<file path="src/rtl/int_exec_unit_pipe_pkg.sv">
// rtl/int_exec_unit_pipe_pkg.sv - opcode/funct3 constants and ALU-op decode for the integer execution unit
// Contents: R_TYPE/I_TYPE/B_TYPE opcodes, branch funct3 encodings, alu_op_e, decode_alu()
package int_exec_unit_pipe_pkg;

   localparam logic [6:0] R_TYPE = 7'b0110011;
   localparam logic [6:0] I_TYPE = 7'b0010011;
   localparam logic [6:0] B_TYPE = 7'b1100011;

   localparam logic [2:0] F3_BEQ  = 3'b000;
   localparam logic [2:0] F3_BNE  = 3'b001;
   localparam logic [2:0] F3_BLT  = 3'b100;
   localparam logic [2:0] F3_BGE  = 3'b101;
   localparam logic [2:0] F3_BLTU = 3'b110;
   localparam logic [2:0] F3_BGEU = 3'b111;

   typedef enum logic [3:0] {
      ALU_ADD, ALU_SUB, ALU_SLL, ALU_SLT, ALU_SLTU,
      ALU_XOR, ALU_SRL, ALU_SRA, ALU_OR, ALU_AND, ALU_ZERO
   } alu_op_e;

   // Anything that is neither R_TYPE nor I_TYPE arith decodes to ALU_ZERO.
   // SUB exists only for R_TYPE; SRA is keyed on funct7[5] for both types.
   function automatic alu_op_e decode_alu(input logic [6:0] opc,
                                          input logic [2:0] f3,
                                          input logic       f7_b5);
      alu_op_e op;
      op = ALU_ZERO;
      if (opc == R_TYPE || opc == I_TYPE) begin
         case (f3)
            3'b000:  op = (opc == R_TYPE && f7_b5) ? ALU_SUB : ALU_ADD;
            3'b001:  op = ALU_SLL;
            3'b010:  op = ALU_SLT;
            3'b011:  op = ALU_SLTU;
            3'b100:  op = ALU_XOR;
            3'b101:  op = f7_b5 ? ALU_SRA : ALU_SRL;
            3'b110:  op = ALU_OR;
            default: op = ALU_AND;
         endcase
      end
      return op;
   endfunction

endpackage

</file>
<file path="src/rtl/int_exec_obuf.sv">
// rtl/int_exec_obuf.sv - in-order result FIFO feeding the CDB request logic
// Ports: clk, rst_n (sync active-low), flush_i, push_i/push_data_i, pop_i, empty_o, head_o
module int_exec_obuf #(
   parameter int WIDTH = 8,
   parameter int DEPTH = 2
) (
   input  logic             clk,
   input  logic             rst_n,
   input  logic             flush_i,
   input  logic             push_i,
   input  logic [WIDTH-1:0] push_data_i,
   input  logic             pop_i,
   output logic             empty_o,
   output logic [WIDTH-1:0] head_o
);

   localparam int PTR_W = (DEPTH > 1) ? $clog2(DEPTH) : 1;
   localparam int CNT_W = $clog2(DEPTH + 1);

   logic [WIDTH-1:0] mem_q [DEPTH];
   logic [PTR_W-1:0] wr_ptr_q, wr_ptr_d;
   logic [PTR_W-1:0] rd_ptr_q, rd_ptr_d;
   logic [CNT_W-1:0] cnt_q, cnt_d;
   logic             do_pop;

   function automatic logic [PTR_W-1:0] ptr_inc(input logic [PTR_W-1:0] p);
      return (p == PTR_W'(DEPTH - 1)) ? '0 : p + PTR_W'(1);
   endfunction

   assign empty_o = (cnt_q == '0);
   assign do_pop  = pop_i && !empty_o;
   assign head_o  = mem_q[rd_ptr_q];

   always_comb begin
      wr_ptr_d = push_i ? ptr_inc(wr_ptr_q) : wr_ptr_q;
      rd_ptr_d = do_pop ? ptr_inc(rd_ptr_q) : rd_ptr_q;
      cnt_d    = cnt_q;
      if (push_i && !do_pop) begin
         cnt_d = cnt_q + CNT_W'(1);
      end else if (do_pop && !push_i) begin
         cnt_d = cnt_q - CNT_W'(1);
      end
   end

   always_ff @(posedge clk) begin
      if (!rst_n || flush_i) begin
         wr_ptr_q <= '0;
         rd_ptr_q <= '0;
         cnt_q    <= '0;
      end else begin
         wr_ptr_q <= wr_ptr_d;
         rd_ptr_q <= rd_ptr_d;
         cnt_q    <= cnt_d;
      end
   end

   // Storage needs no reset: nothing is read while the count is zero.
   always_ff @(posedge clk) begin
      if (push_i) begin
         mem_q[wr_ptr_q] <= push_data_i;
      end
   end

endmodule

</file>
<file path="src/rtl/int_exec_unit_pipe.sv">
// rtl/int_exec_unit_pipe.sv - pipelined integer ALU/branch unit with credit-limited result buffer and CDB handshake
// Ports: clk, rst_n (sync active-low); issue_int/int_busy, Opcode/Funct3/Funct7/RS1/RS2/RD_Tag issue bus;
//        flush; cdb_req/cdb_grant handshake; cdb_data/cdb_tag/cdb_valid/cdb_branch/cdb_branch_taken result
module int_exec_unit_pipe
   import int_exec_unit_pipe_pkg::*;
#(
   parameter int XLEN       = 32,
   parameter int TAG_W      = 6,
   parameter int STAGES     = 2,
   parameter int OBUF_DEPTH = 2
) (
   input  logic             clk,
   input  logic             rst_n,
   input  logic             issue_int,
   output logic             int_busy,
   input  logic [6:0]       Opcode,
   input  logic [2:0]       Funct3,
   input  logic [6:0]       Funct7,
   input  logic [XLEN-1:0]  RS1,
   input  logic [XLEN-1:0]  RS2,
   input  logic [TAG_W-1:0] RD_Tag,
   input  logic             flush,
   output logic             cdb_req,
   input  logic             cdb_grant,
   output logic [XLEN-1:0]  cdb_data,
   output logic [TAG_W-1:0] cdb_tag,
   output logic             cdb_valid,
   output logic             cdb_branch,
   output logic             cdb_branch_taken
);

   localparam int SHW   = $clog2(XLEN);
   localparam int OCC_W = $clog2(OBUF_DEPTH + 1);

   typedef struct packed {
      logic [XLEN-1:0]  data;
      logic [TAG_W-1:0] tag;
      logic             valid;
      logic             branch;
      logic             taken;
   } entry_t;

   localparam int ENTRY_W = $bits(entry_t);

   logic             accept;
   logic             pop;
   logic [OCC_W-1:0] occ_q, occ_d;
   alu_op_e          alu_op;
   logic [SHW-1:0]   shamt;
   logic [XLEN-1:0]  alu_res;
   logic             br_taken;
   entry_t           res_entry;
   entry_t           push_entry;
   entry_t           head;
   logic             push;
   logic             empty;
   logic [ENTRY_W-1:0] head_bits;
   logic             unused_funct7;

   // Busy comes from the registered count only, so a same-cycle pop never
   // unblocks an issue; this is what keeps the buffer from overflowing.
   assign int_busy = (occ_q == OCC_W'(OBUF_DEPTH));
   assign accept   = issue_int && !int_busy && !flush;
   assign pop      = cdb_req && cdb_grant;

   assign alu_op        = decode_alu(Opcode, Funct3, Funct7[5]);
   assign shamt         = RS2[SHW-1:0];
   assign unused_funct7 = ^{Funct7[6], Funct7[4:0]};

   always_comb begin
      alu_res = '0;
      case (alu_op)
         ALU_ADD:  alu_res = RS1 + RS2;
         ALU_SUB:  alu_res = RS1 - RS2;
         ALU_SLL:  alu_res = RS1 << shamt;
         ALU_SLT:  alu_res = {{(XLEN-1){1'b0}}, ($signed(RS1) < $signed(RS2))};
         ALU_SLTU: alu_res = {{(XLEN-1){1'b0}}, (RS1 < RS2)};
         ALU_XOR:  alu_res = RS1 ^ RS2;
         ALU_SRL:  alu_res = RS1 >> shamt;
         ALU_SRA:  alu_res = $signed(RS1) >>> shamt;
         ALU_OR:   alu_res = RS1 | RS2;
         ALU_AND:  alu_res = RS1 & RS2;
         default:  alu_res = '0;
      endcase
   end

   always_comb begin
      br_taken = 1'b0;
      case (Funct3)
         F3_BEQ:  br_taken = (RS1 == RS2);
         F3_BNE:  br_taken = (RS1 != RS2);
         F3_BLT:  br_taken = ($signed(RS1) <  $signed(RS2));
         F3_BGE:  br_taken = ($signed(RS1) >= $signed(RS2));
         F3_BLTU: br_taken = (RS1 <  RS2);
         F3_BGEU: br_taken = (RS1 >= RS2);
         default: br_taken = 1'b0;
      endcase
   end

   // Branch outcomes carry no register write: data/tag/valid stay zero.
   always_comb begin
      res_entry = '0;
      if (Opcode == B_TYPE) begin
         res_entry.branch = 1'b1;
         res_entry.taken  = br_taken;
      end else begin
         res_entry.data  = alu_res;
         res_entry.tag   = RD_Tag;
         res_entry.valid = 1'b1;
      end
   end

   // STAGES-1 register stages between accept and the buffer write; the
   // buffer write itself is the last cycle of latency.
   generate
      if (STAGES == 1) begin : g_no_pipe
         assign push       = accept;
         assign push_entry = res_entry;
      end else begin : g_pipe
         logic [STAGES-2:0] vld_q;
         entry_t            ent_q [STAGES-1];

         always_ff @(posedge clk) begin
            if (!rst_n || flush) begin
               vld_q <= '0;
            end else begin
               vld_q[0] <= accept;
               for (int i = 1; i < STAGES - 1; i++) begin
                  vld_q[i] <= vld_q[i-1];
               end
            end
         end

         always_ff @(posedge clk) begin
            ent_q[0] <= res_entry;
            for (int i = 1; i < STAGES - 1; i++) begin
               ent_q[i] <= ent_q[i-1];
            end
         end

         assign push       = vld_q[STAGES-2];
         assign push_entry = ent_q[STAGES-2];
      end
   endgenerate

   int_exec_obuf #(
      .WIDTH (ENTRY_W),
      .DEPTH (OBUF_DEPTH)
   ) u_obuf (
      .clk         (clk),
      .rst_n       (rst_n),
      .flush_i     (flush),
      .push_i      (push),
      .push_data_i (push_entry),
      .pop_i       (pop),
      .empty_o     (empty),
      .head_o      (head_bits)
   );

   assign head = entry_t'(head_bits);

   always_comb begin
      occ_d = occ_q;
      if (accept && !pop) begin
         occ_d = occ_q + OCC_W'(1);
      end else if (pop && !accept) begin
         occ_d = occ_q - OCC_W'(1);
      end
   end

   always_ff @(posedge clk) begin
      if (!rst_n || flush) begin
         occ_q <= '0;
      end else begin
         occ_q <= occ_d;
      end
   end

   assign cdb_req          = !empty;
   assign cdb_valid        = !empty && head.valid;
   assign cdb_branch       = !empty && head.branch;
   assign cdb_branch_taken = !empty && head.taken;
   assign cdb_data         = empty ? '0 : head.data;
   assign cdb_tag          = empty ? '0 : head.tag;

endmodule

</file>
<file path="config.mk">
export PLATFORM = sky130hd
export DESIGN_NAME = int_exec_unit_pipe
export DESIGN_NICKNAME = d
export VERILOG_FILES = /design/src/rtl/int_exec_unit_pipe_pkg.sv /design/src/rtl/int_exec_obuf.sv /design/src/rtl/int_exec_unit_pipe.sv
export SDC_FILE = /design/constraint.sdc
export NUM_CORES = 1
export LEC_CHECK = 0
export ABC_AREA = 1
export ABC_CLOCK_PERIOD_IN_PS = 2760
export CORE_ASPECT_RATIO = 1.4
export CORE_MARGIN = 4
export CORE_UTILIZATION = 40
export DETAILED_ROUTE_END_ITERATION = 6
export GPL_TIMING_DRIVEN = 0
export PLACE_DENSITY_LB_ADDON = 0.2
export SLEW_MARGIN = 25
export SYNTH_ARGS = -nofsm -noshare
export SYNTH_HDL_FRONTEND = slang
export SYNTH_HIERARCHICAL = 1
export SYNTH_SLANG_ARGS = --single-unit
</file>
<file path="constraint.sdc">
create_clock -name clk -period 2.76 [get_ports clk]
set_clock_uncertainty 0.2 [all_clocks]
set_input_delay 0.414 -clock clk [delete_from_list [all_inputs] [get_ports clk]]
set_output_delay 0.414 -clock clk [all_outputs]
set_load 0.02 [all_outputs]
</file>
### Word level (Yosys, flattened, before mapping)

Memory sizes are Yosys's and may differ from the RTL's. A register that Yosys moved wholly into a read port is not among the register bits.
Cells that the tools add are included.

| word-level totals | value |
|---|---|
| bits in writable memories | 123 |
| output and inout port bits | 43 |
| memories kept | 2 |
| flip-flop bits (word level) | 7 |
| word-level logic and storage cells | 94 |
| input bits | 92 |

Memories:

| memory | depth | bits a word | read ports | clocked after Yosys merged registers in | write ports | line | RTL |
|---|---|---|---|---|---|---|---|
| u_obuf.mem_q | 2 | 41 | 1 | 1 | 1 | int_exec_obuf.sv:20 | `logic [WIDTH-1:0] mem_q [DEPTH];` |
| g_pipe.ent_q | 1 | 41 | 1 | 0 | 1 | int_exec_unit_pipe.sv:121 | `entry_t ent_q [STAGES-1];` |

| cells by class | value |
|---|---|
| equality and inequality tests | 22 |
| $lt $le $gt $ge | 4 |
| bitwise gates (word level) | 3 |
| shift-type cells | 3 |
| add/sub/neg operators | 8 |
| muxes and demuxes | 20 |
| reduce and logical (&&, ||, !) cells | 27 |

Operators with widths:

| cell | count |
|---|---|
| 32-bit one-hot mux with 10 select lines | 1 |
| 32-bit greater-or-equal comparator | 2 |
| 32-bit < comparator | 2 |
| 39-bit 2-to-1 mux | 1 |
| 32-bit adder | 1 |
| 32-bit bitwise AND | 1 |
| 32-bit equality test | 1 |
| 32-bit 2-to-1 mux | 1 |
| 32-bit inequality test | 1 |
| 32-bit OR | 1 |
| 32-bit by 5-bit << shifter with 32-bit output | 1 |
| 32-bit by 5-bit right shift with 32-bit output | 1 |
| 32-bit by 5-bit >>> shifter with 32-bit output | 1 |
| 32-bit subtractor | 1 |
| 32-bit bitwise XOR | 1 |
| 4-bit one-hot mux with 7 select lines | 1 |
| 4-bit by 3-bit equality test with 1-bit output (second input constant) | 4 |
| 3-bit equality test (second input constant) | 4 |
| 1-bit logical AND | 12 |
| 2-bit 2-to-1 mux | 5 |
| 4-bit by 2-bit equality test with 1-bit output (second input constant) | 2 |
| 4-bit equality test (second input constant) | 2 |
| 1-bit zero test | 8 |
| 1-bit 2-to-1 mux | 8 |
| 18 further kinds | 24 |

### Logic depth before layout (Yosys ltp)

Gate-level depths: netlist of the first run.

| depth | value |
|---|---|
| depth after elaboration | 8 |
| mapped depth | 20 |
| gate-level depth less buffers | 17 |

### Modules after synthesis

The synthesis of the first run kept the hierarchy.

Modules (own cells, without submodules):

| module | cells an instance | seq. area each (µm²) | instances | area each (µm²) |
|---|---|---|---|---|
| int_exec_unit_pipe | 2,251 | 880.8 | 1 | 11,728.7 |
| int_exec_obuf | 165 | 2,562.5 | 1 | 3,405.8 |

### Worst setup path after synthesis of the first run

Ideal clock, no wire load.

| path | value |
|---|---|
| kind | input to register |
| from | input port RS2[4] |
| to | memory g_pipe.ent_q[0][19] (netlist bit) |
| path slack | -0.187 ns |
| stages on the path | 16 |
| data arrival time | 2.625 ns |
| library setup time | 0.122 ns |
| required time | 2.438 ns |
| buffers on the path | 3 |
| cells stage by stage | inv_2 clkbuf_1 clkbuf_1 ha_1 buf_2 inv_2 nand2_1 inv_1 nand3_1 o21ai_2 inv_1 o21ai_0 xor2_1 nor2_1 a21oi_1 nand3_1 |

| on the way | value |
|---|---|
| word-level cells in the longest chain between the ends | 3 |
| elaborated cells between the ends (all ways) | 7 |
| those cells by class | 2 x add/sub; 3 x shift; 2 x mux |

Ends and longest elaborated chain:

| element | line | RTL |
|---|---|---|
| from (decl) | int_exec_unit_pipe.sv:20 | `input logic [XLEN-1:0] RS2,` |
| 32-bit subtractor (tied with other cells) | int_exec_unit_pipe.sv:74 | `ALU_SUB: alu_res = RS1 - RS2;` |
| 32-bit one-hot mux with 10 select lines * | int_exec_unit_pipe.sv:72 | `case (alu_op)` |
| 39-bit 2-to-1 mux * | int_exec_unit_pipe.sv:103 | `if (Opcode == B_TYPE) begin` |
| to (decl) | int_exec_unit_pipe.sv:121 |  |

Mark *: on every way between the ends. The rest lies on a longest branch, timed or not.

### Worst setup path in the final report of the first run

| path | value |
|---|---|
| from | input port RS1[29] |
| to | memory g_pipe.ent_q[0][34] (netlist bit) |

| on the way | value |
|---|---|
| word-level cells in the longest chain between the ends | 3 |
| elaborated cells between the ends (all ways) | 5 |
| those cells by class | 3 x shift; 2 x mux |

Ends and longest elaborated chain:

| element | line | RTL |
|---|---|---|
| from (decl) | int_exec_unit_pipe.sv:19 | `input logic [XLEN-1:0] RS1,` |
| 32-bit by 5-bit >>> shifter with 32-bit output (tied with other cells) | int_exec_unit_pipe.sv:80 | `ALU_SRA: alu_res = $signed(RS1) >>> shamt;` |
| 32-bit one-hot mux with 10 select lines * | int_exec_unit_pipe.sv:72 |  |
| 39-bit 2-to-1 mux * | int_exec_unit_pipe.sv:103 |  |

Marked as above.

==> results of run 1 <==
## repair_timing
action	4_1_cts	5_1_grt
hold endpoints to repair	0	0
buffers inserted	20	21
resized for setup	289	209
setup endpoints to repair	72	36
gates cloned	1	1
pin swaps	20	32
## worst register-to-register path: stages, from the launching register on
cell and delay, ns:
dfxtp_1 0.33, nor2_1 0.10, clkbuf_1 0.27, inv_1 0.10, nand2_1 0.11, inv_1 0.06
o21ai_1 0.13, ha_1 0.28, inv_1 0.10, nand3_1 0.09, nand2_1 0.06, inv_1 0.03
nor2_1 0.09
## through the flow
stage / hold slack, ns / instances / cell area (sq um)
floorplan: 0.204 / 2416 / 15100
global placement: 0.204 / 3016 / 17000
detailed placement: 0.214 / 3018 / 17100
CTS: 0.201 / 3071 / 18500
global route: 0.235 / 3093 / 19300
finish: 0.212 / 3093 / 19300
## routing by layer
| layer | global-route usage | wire length [um] |
|---|---|---|
| met5 | 0 | 0 |
| met4 | 0.335 | 9370 |
| met3 | 0.0409 | 5040 |
| met2 | 0.640 | 38000 |
| met1 | 0.394 | 27000 |
## power groups by stage
| stage | logic (uW) | clock network (uW) | registers (uW) |
|---|---|---|---|
| CTS | 2450 | 2280 | 2100 |
| finish | 2750 | 2250 | 2100 |
| detailed placement | 2230 | 0 | 2140 |
| global route | 2890 | 2380 | 2100 |
| floorplan | 1350 | 0 | 2140 |
| global placement | 2220 | 0 | 2140 |
## path summary, 6_finish.rpt
path,end,cells after the start,slack (ns)
worst max-delay path,g_pipe.ent_q[0][34],11,0.006
worst min-delay path,g_pipe.ent_q[0][0],4,0.21
worst max register to register,u_obuf/cnt_q[1],12,0.76
worst min register to register,u_obuf/mem_q[0][4],0,0.22
## layout make-up
cell class	instances	share of cell area
timing repair buffer	172	0.0841
buffer	115	0.0500
inverter	275	0.0554
tap	473	0.0306
clock buffer	20	0.0236
multi-input combinational	1895	0.570
clock inverter	12	0.00751
sequential	131	0.178
## cells by family after synthesis
group,after synthesis,synth area share
flip-flops,131,0.228
AND/OR/NAND/NOR,1332,0.373
AO/OA/AOI/OAI,382,0.138
adder cells (fa/ha/maj),101,0.0845
XOR/XNOR,33,0.0191
buffers and inverters,390,0.113
multiplexers,47,0.0444
## state kept, by name, indices dropped and copies added (netlist names), named ones only
name             flops
g_pipe.ent_q        41
g_pipe.vld_q         1
occ_q                2
u_obuf/cnt_q         2
u_obuf/mem_q        82
u_obuf/rd_ptr_q      1
u_obuf/wr_ptr_q      1
## layout by cell type (no fill, tap or decap), types with 40 or more instances in the layout
cell	count
a21oi_1	83
buf_4	60
clkdlybuf4s50_1	74
dfxtp_1	49
edfxtp_1	82
ha_1	87
inv_1	236
mux2_4	40
nand2_1	610
nand2_2	53
nand3_1	215
nor2_1	279
nor2_2	45
o21ai_0	131
==> Implementation_results.wiki, run 1 <==
{| class="wikitable"
! Metric !! Value
|-
| Status || finished, final reports clean
|-
| CTS hold repair buffers || 0
|-
| Deepest clock path buffer count || 2
|-
| Top-area cell type share of the netlist area || 0.163
|-
| Antenna Nets Post-Route || 0
|-
| Number of clock sinks || roughly 130
|-
| Standard-cell rows || 84
|-
| Starting Density || 0.403
|-
| Sw frac || 0.383
|-
| #FFs+latches synth || between 100 and 150
|-
| Worst Path Arrival || around 2.9 ns
|-
| Share of the core filled with cells in the final layout || 0.515
|-
| Routed length per instance || around 26 um
|-
| Setup Crit Path Kind || in2reg
|-
| Fraction of synthesis flops using an asynchronous set or reset pin || 0
|-
| PortBufs || 127
|-
| Kind of path behind the tightest hold check || in2reg
|-
| Final count of pins violating max slew || 0
|-
| Worst r2r src || u_obuf/cnt_q[1]
|-
| Number of antenna cells inserted || 0
|-
| Power density over the cells || roughly 370 nW/um^2
|-
| Die Y || 238 um
|-
| Most instantiated library cell after synthesis || nand2_1
|-
| Avg Vias per Cell || slightly below 6
|-
| Most frequently used flop master after synthesis || edfxtp_1
|-
| Maximum number of pins on one net before global-route repair || 34
|-
| Cell Int Power || roughly 4400 uW
|-
| Number of different library cells in the post-synthesis netlist || 53
|-
| Number of filler cells placed in the layout || 3759
|-
| Synthesized area divided by synthesized cell count || between 6 and 7 sq um
|-
| Mapped cell area || ~15000 sq um
|-
| Total congestion overflow after global routing || 0
|-
| Post-detail-place hpwl || roughly 66 mm
|-
| Growth of design area from synthesis to finish || 27.6%
|-
| All-Layer GR Usage || 0.373
|-
| Delay contributed by the slowest stage of the critical path || approximately 0.53 ns
|-
| Worst-skew pair later-pin latency || between 0.4 and 0.5 ns
|-
| Initial antenna violation count || 0
|-
| Syn Inst Count || between 2k and 2.5k
|-
| Count of TritonRoute iterations in the first routing pass || 7
|-
| DP Worst Slack || -1.67 ns
|-
| Cell breakdown of the critical path || clkdlybuf4s50_1 > inv_1 > o21ai_0 > nand2_2 > nand2_1 > o21ai_0 > nor2_1 > nand2_1 > o21ai_2 > nor2_2 > nand3_1
|-
| Sequential cell fraction of total power || 0.296
|-
| Setup repair after global routing missed its margin || yes
|-
| Post-route clock period utilization || 0.998
|-
| Area leader, netlist || nand2_1
|-
| Category of the worst setup path launch point || input pin
|-
| CP top delay family || simple AND/OR/NAND/NOR gates
|-
| H-Tree Depth || 4
|-
| Drt first-iter violations || roughly 1.9k
|-
| Total Negative Setup Slacks || 0 ns
|-
| Number of nets in the finished design || ~2.8k
|-
| Share of synthesized area occupied by flip-flops and latches || 0.228
|-
| Top cells by area, synth || nand2_1 (16%), edfxtp_1 (16%), nor2_1 (8.4%), ha_1 (8.2%), nand3_1 (7.5%)
|-
| Slowest cell on the critical path || clkdlybuf4s50_1
|-
| Via count of the first global-routing pass || around 17k
|-
| Total of endpoints with negative setup slack in the final report || 0
|-
| First-pass GRT wire length || between 100 and 150 mm
|-
| Number of flops mapped to enable cells by yosys || between 80 and 90
|-
| Buffers & Inverters on Critical Path || 2
|-
| Standard cell core area || 37500 sq um
|-
| List of most frequent post-synthesis cells || nand2_1 (659), nor2_1 (337), inv_1 (253)
|-
| Launching element of the worst setup path || RS1[29]
|-
| Min Clock Period, post-route || about 2.8 ns
|-
| Area of combinational cells with multiple inputs || between 10000 and 15000 sq um
|-
| Total net switching power || 2720 uW
|-
| Yosys warnings || 6
|-
| Clock root buffer || clkbuf_16
|-
| Transition time at the pin with the least slew margin || approximately 0.85 ns
|-
| Maximum ir drop on the vdd rail || about 0.27 mV
|-
| Clock Power Share || 0.317
|-
| Worst relative slew slack || 0.435
|-
| Remaining DRCs || 0
|-
| Width of the die || between 150 and 200 um
|-
| Number of maximum-capacitance violations || 0
|-
| Total die area || between 40000 and 50000 sq um
|-
| Weighted congestion at the end of routability-driven global placement || between 1 and 1.5
|-
| Startpoint of the lowest-slack hold path || Funct3[0]
|-
| Post-route worst setup slack || ~0.0063 ns
|-
| Combinational power share || 0.387
|-
| Endpoint required time on the critical path || about 3 ns
|-
| CTS tree || done
|-
| Largest fanout of any net on the critical path || 4
|-
| Number of buffers created by CTS || 17
|-
| Final Hold Violating Endpoints || 0
|-
| I/O pin cnt || approximately 140
|-
| Power consumption || just over 7000 uW
|-
| Fmax achieved || around 0.36 GHz
|-
| Routed wire length || slightly below 80 mm
|-
| Syn_nets || between 2k and 3k
|-
| Leakage power || about 0.009 uW
|-
| Sequential cell area || approximately 3400 sq um
|-
| Overall via count from detail_route || around 18k
|-
| Worst Setup End Kind || flop
|-
| Clock transition at the register clock pins on the worst setup and hold paths after CTS || 0.06 ns
|-
| Ratio of cells with drive above 1 in the final layout || 0.189
|}
No activity file was read; power rests on OpenSTA's default activity.
==> run 2, diff against run 1 <==
SKIP_CTS_REPAIR_TIMING = 1   (was not set)
TNS_END_PERCENT = 100   (was not set)
==> Implementation_results.wiki, run 2 (same netlist as run 1, synthesis figures left out) <==
{| class="wikitable"
! Metric !! Value
|-
| Routed length per instance || roughly 26 um
|-
| Cell count of the worst reg-to-reg path || 12
|-
| Maximum number of pins on one net before global-route repair || 34
|-
| Initial antenna violation count || 0
|-
| Sw frac || 0.382
|-
| Category of the worst setup path launch point || input pin
|-
| Clock transition at the register clock pins on the worst setup and hold paths after CTS || approximately 0.060 ns
|-
| Die Y || 238 um
|-
| Antenna Nets Post-Route || 0
|-
| Clock root buffer || clkbuf_16
|-
| Post-detail-place hpwl || between 60 and 70 mm
|-
| Total die area || approximately 41000 sq um
|-
| Deepest clock path buffer count || 2
|-
| Worst r2r src || u_obuf/cnt_q[1]
|-
| Power consumption || between 7000 and 8000 uW
|-
| Via count of the first global-routing pass || between 15k and 20k
|-
| Sequential cell fraction of total power || 0.297
|-
| Status || finished with violations
|-
| Number of filler cells placed in the layout || approximately 3.8k
|-
| Endpoint required time on the critical path || ~2.8 ns
|-
| Number of nets in the finished design || approximately 2.8k
|-
| Post-detailed-placement cell area || 17100 sq um
|-
| Launching element of the worst setup path || RS2[22]
|-
| Number of clock sinks || approximately 130
|-
| Clock Power Share || 0.319
|-
| Post-route worst setup slack || -0.0610 ns
|-
| First-pass GRT wire length || 110 mm
|-
| Weighted congestion at the end of routability-driven global placement || around 1.2
|-
| Number of buffers created by CTS || 17
|-
| Combinational power share || 0.384
|-
| Top register by number of flip-flops || u_obuf/mem_q
|-
| Growth of design area from synthesis to finish || 27.1%
|-
| Count of TritonRoute iterations in the first routing pass || 7
|-
| Violated checks || DRC, setup timing
|-
| H-Tree Depth || 4
|-
| Number of antenna cells inserted || 0
|-
| All-Layer GR Usage || 0.368
|-
| Leakage power || slightly above 0.009 uW
|-
| Overall via count from detail_route || around 18k
|-
| Post-route clock period utilization || 1.02
|-
| PortBufs || approximately 130
|-
| Largest fanout of any net on the critical path || 10
|-
| Worst Setup End Kind || flop
|-
| DP Worst Slack || -1.67 ns
|-
| Summed area of non-filler cells in the final layout || roughly 19000 sq um
|-
| I/O pin cnt || 135
|-
| Min Clock Period, post-route || 2.82 ns
|-
| Final Hold Violating Endpoints || 0
|-
| Ratio of cells with drive above 1 in the final layout || 0.179
|-
| Power density over the cells || ~370 nW/um^2
|-
| Number of flip-flops in the largest register || between 80 and 90
|-
| Transition time at the pin with the least slew margin || approximately 0.95 ns
|-
| Setup repair after global routing missed its margin || yes
|-
| Maximum ir drop on the vdd rail || about 0.27 mV
|-
| Startpoint of the lowest-slack hold path || Funct3[0]
|-
| Starting Density || 0.403
|-
| Worst relative slew slack || 0.366
|-
| Total net switching power || 2700 uW
|-
| Depth of the worst hold-timing path || 4
|-
| Number of maximum-capacitance violations || 0
|-
| Worst-skew pair later-pin latency || around 0.41 ns
|-
| Setup Crit Path Kind || in2reg
|-
| Leading cell type in the layout, fill and taps excluded || nand2_1
|-
| Routed wire length || 79.5 mm
|-
| Cell Int Power || about 4400 uW
|-
| Drt first-iter violations || between 1.5k and 2k
|-
| Total congestion overflow after global routing || 0
|-
| Kind of path behind the tightest hold check || in2reg
|-
| Standard cell core area || between 30000 and 40000 sq um
|-
| Worst Path Arrival || a little under 3 ns
|-
| Remaining DRCs || 8
|-
| Largest registers || u_obuf/mem_q (82), g_pipe.ent_q (41)
|-
| Final count of pins violating max slew || 0
|-
| Total of endpoints with negative setup slack in the final report || 5
|-
| Standard-cell rows || 84
|-
| Most used cells in the layout excluding fill and tap cells || nand2_1 (616), nor2_1 (288), inv_1 (235), nand3_1 (219), o21ai_0 (141)
|-
| Fmax achieved || roughly 0.35 GHz
|-
| Avg Vias per Cell || between 5 and 6
|-
| Width of the die || between 150 and 200 um
|-
| CTS tree || done
|}
run 2: layer usage:
metal / share of wire / GRT usage
met2: 0.48 / 0.635
met4: 0.11 / 0.312
met1: 0.34 / 0.397
met5: 0 / 0
met3: 0.065 / 0.0361
run 2: worst paths after layout:
check	to	slack, ns
setup / recovery	g_pipe.ent_q[0][32]	-0.06
hold / removal	g_pipe.ent_q[0][0]	0.21
setup reg to reg	u_obuf/cnt_q[1]	0.75
hold reg to reg	u_obuf/mem_q[0][4]	0.22
run 2: per-stage QoR:
step	hold slack (ns)	utilization	TNS (ns)	std cells
5_1_grt	0.235	0.513	-0.215	3097
2_1_floorplan	0.204	-	0	2416
3_5_place_dp	0.214	0.455	-43.13	3018
4_1_cts	0.201	0.471	-34.67	3050
3_3_place_gp	0.204	0.453	-43.29	3016
6_report	0.211	0.513	-0.182	3097
run 2: worst max-delay path, stage by stage:
cell and delay, ns:
clkdlybuf4s50_1 0.52, inv_1 0.08, ha_1 0.28, clkbuf_4 0.23, nand2_1 0.13, nor2_2 0.16
nand2_1 0.18, nor2_1 0.15, nand2_1 0.16, nand3_1 0.14, nand2_1 0.06, nand3_1 0.07
and2_4 0.16, nand3_2 0.13
run 2: power groups by stage:
stage / clock network [uW] / logic, uW / registers, uW
after detailed placement: 0 / 2230 / 2140
after CTS: 2280 / 2240 / 2100
after global placement: 0 / 2220 / 2140
after global routing: 2380 / 2860 / 2100
final: 2250 / 2720 / 2100
after floorplan: 0 / 1350 / 2140
run 2: layout make-up:
class	instances	area [sq um]	share of cell area
timing repair buffer	175	1750	0.0908
sequential	131	3440	0.179
timing repair inverter	1	5.00	0.000260
clock buffer	20	457	0.0237
inverter	275	1070	0.0557
tap	473	592	0.0308
clock inverter	12	145	0.00754
buffer	115	928	0.0482
multi-input combinational	1895	10900	0.564
==> run 3, diff against run 2 <==
GPL_TIMING_DRIVEN = not set   (was 0)
==> Implementation_results.wiki, run 3 (same netlist as run 1, synthesis figures left out) <==
{| class="wikitable"
! Metric !! Value
|-
| Status || finished, final reports clean
|-
| Number of stages on the worst setup path || 10
|-
| Hold Path Sink || u_obuf/mem_q[0][14]
|-
| All-Layer GR Usage || 0.370
|-
| Leading cell type in the layout, fill and taps excluded || nand2_1
|-
| Initial antenna violation count || 3
|-
| Reg-to-reg slack, setup || approximately 0.52 ns
|-
| Width of the die || 172 um
|-
| Startpoint of the lowest-slack hold path || g_pipe.ent_q[0][14]
|-
| Worst-skew pair later-pin latency || 0.45 ns
|-
| Number of buffers created by CTS || 17
|-
| Depth of the worst hold-timing path || 0
|-
| Number of clock sinks || 131
|-
| Standard-cell rows || 84
|-
| Worst r2r src || u_obuf/cnt_q[0]
|-
| Buffers & Inverters on Critical Path || 2
|-
| CTS tree || done
|-
| Total of endpoints with negative setup slack in the final report || 0
|-
| Category of the worst setup path launch point || input pin
|-
| Worst Path Arrival || 2.83 ns
|-
| I/O pin cnt || approximately 140
|-
| Avg Vias per Cell || roughly 5.4
|-
| Ratio of cells with drive above 1 in the final layout || 0.280
|-
| Setup Crit Path Kind || in2reg
|-
| Overall via count from detail_route || around 19k
|-
| Clock root buffer || clkbuf_16
|-
| First-pass GRT wire length || 112 mm
|-
| Via count of the first global-routing pass || approximately 18k
|-
| Largest fanout of any net on the critical path || 5
|-
| Summed area of non-filler cells in the final layout || 22300 sq um
|-
| Transition time at the pin with the least slew margin || about 0.73 ns
|-
| Total die area || 41100 sq um
|-
| Power consumption || between 7000 and 8000 uW
|-
| Standard cell core area || 37500 sq um
|-
| Endpoint of the lowest-slack register-to-register path || u_obuf/cnt_q[1]
|-
| Maximum ir drop on the vdd rail || 0.415 mV
|-
| Starting Density || 0.403
|-
| Routed length per instance || ~22 um
|-
| Setup repair after global routing missed its margin || yes
|-
| Leakage power || between 0.01 and 0.015 uW
|-
| Antenna Nets Post-Route || 0
|-
| Die Y || roughly 240 um
|-
| Number of flip-flops in the largest register || roughly 80
|-
| Worst Setup End Kind || flop
|-
| Routed wire length || around 79 mm
|-
| Deepest clock path buffer count || 2
|-
| Post-detail-place hpwl || 65.2 mm
|-
| Cell Count, Final, Fillers Out || around 3.5k
|-
| Top register by number of flip-flops || u_obuf/mem_q
|-
| Total Negative Setup Slacks || 0 ns
|-
| Endpoint required time on the critical path || approximately 2.9 ns
|-
| Post-detailed-placement cell area || 21000 sq um
|-
| PortBufs || approximately 130
|-
| Count of TritonRoute iterations in the first routing pass || 5
|-
| Drt first-iter violations || ~2.0k
|-
| Min Clock Period, post-route || about 2.7 ns
|-
| Cell breakdown of the critical path || clkdlybuf4s50_1 > buf_4 > o21ai_0 > o211ai_1 > nand3_1 > nand3_1 > nand3_1 > o211ai_1 > nor2_1 > nand3_1
|-
| Worst relative slew slack || 0.513
|-
| Number of filler cells placed in the layout || 3653
|-
| Slowest cell on the critical path || o21ai_0
|-
| Number of maximum-capacitance violations || 0
|-
| Fmax achieved || ~0.37 GHz
|-
| Cell mode on critical path || nand3_1
|-
| Maximum number of pins on one net before global-route repair || between 60 and 70
|-
| Most used cells in the layout excluding fill and tap cells || nand2_1 (639), buf_4 (581), nor2_1 (308), inv_1 (245), nand3_1 (225)
|-
| Number of nets in the finished design || 3243
|-
| Total congestion overflow after global routing || 0
|-
| Final count of pins violating max slew || 0
|-
| Largest registers || u_obuf/mem_q (82), g_pipe.ent_q (41)
|-
| Growth of design area from synthesis to finish || 47.0%
|-
| CP top delay family || compound AO/OA/AOI/OAI gates
|-
| Delay contributed by the slowest stage of the critical path || 0.52 ns
|-
| Post-route clock period utilization || 0.987
|-
| H-Tree Depth || 4
|-
| Kind of path behind the tightest hold check || reg2reg
|-
| Final Hold Violating Endpoints || 0
|-
| Power density over the cells || between 300 and 400 nW/um^2
|-
| Cell total after placement || 3494
|-
| Clock transition at the register clock pins on the worst setup and hold paths after CTS || approximately 0.07 ns
|-
| Weighted congestion at the end of routability-driven global placement || approximately 1.1
|-
| Cell count of the worst reg-to-reg path || 10
|-
| Remaining DRCs || 0
|}
-- run 3: changes by cell type in the layout (fill, tap and decap cells not counted), sizes merged --
cell,change
buf,+478
clkbuf,-45
clkdlybuf4s50,+38
dlymetal6s2s,-35
inv,+6
clkinvlp,-3
bufinv,-2
clkinv,+1
diode,+1
nor2,+1
-- run 3: cell type report --
type                    instances  area, sq um  share of cell area
multi-input cells            1896        10600               0.475
clock inverters                15          135             0.00607
well taps                     473          592              0.0266
repair buffers                729         6040               0.271
clock buffers                  17          425              0.0191
flip-flops and latches        131         3440               0.155
inverters                     275         1030              0.0465
diodes                          1         2.50            0.000112
-- run 3: worst max-delay path by stage --
stage | from | slack, ns | to
final | RS1[28] | 0.04 | g_pipe.ent_q[0][9]
after global routing | RS2[7] | -0.03 | g_pipe.ent_q[0][33]
after CTS | RS1[2] | -0.25 | g_pipe.ent_q[0][32]
after detailed placement | RS1[2] | -0.69 | g_pipe.ent_q[0][32]
after global placement | RS1[2] | -0.71 | g_pipe.ent_q[0][32]
after floorplan | RS2[2] | 0.003 | g_pipe.ent_q[0][0]
-- run 3: worst reg2reg max path, stage by stage (launching register included) --
cell     delay [ns]
dfxtp_1        0.40
nor2_4         0.51
inv_1          0.11
nand2_1        0.11
inv_1          0.04
o21ai_1        0.14
ha_1           0.30
inv_1          0.10
nand4_1        0.11
nand2_1        0.08
nor2_1         0.04
-- run 3: power breakdown --
part / total [uW] / leakage, uW / internal, uW / switching, uW
registers: 2100 / 0.00129 / 2090 / 12.8
logic: 3300 / 0.00944 / 1430 / 1870
clock network: 2220 / 0.000272 / 1190 / 1030
-- run 3: metal layers --
metal | vias to the layer above | GRT usage | part of all wire
li1 | 9118 | - | -
met4 | 0 | 0.267 | 0.090
met1 | 8870 | 0.458 | 0.38
met2 | 1006 | 0.594 | 0.46
met5 | - | 0 | 0
met3 | 259 | 0.0366 | 0.073
-- run 3: stage by stage --
| stage | setup WS (ns) | hold WS [ns] | util |
|---|---|---|---|
| 6_report | 0.0358 | 0.227 | 0.593 |
| 5_1_grt | -0.0288 | 0.237 | 0.593 |
| 4_1_cts | -0.247 | 0.230 | 0.575 |
| 3_5_place_dp | -0.695 | 0.215 | 0.560 |
| 3_3_place_gp | -0.714 | 0.205 | 0.560 |
| 2_1_floorplan | 0.00282 | 0.204 | - |
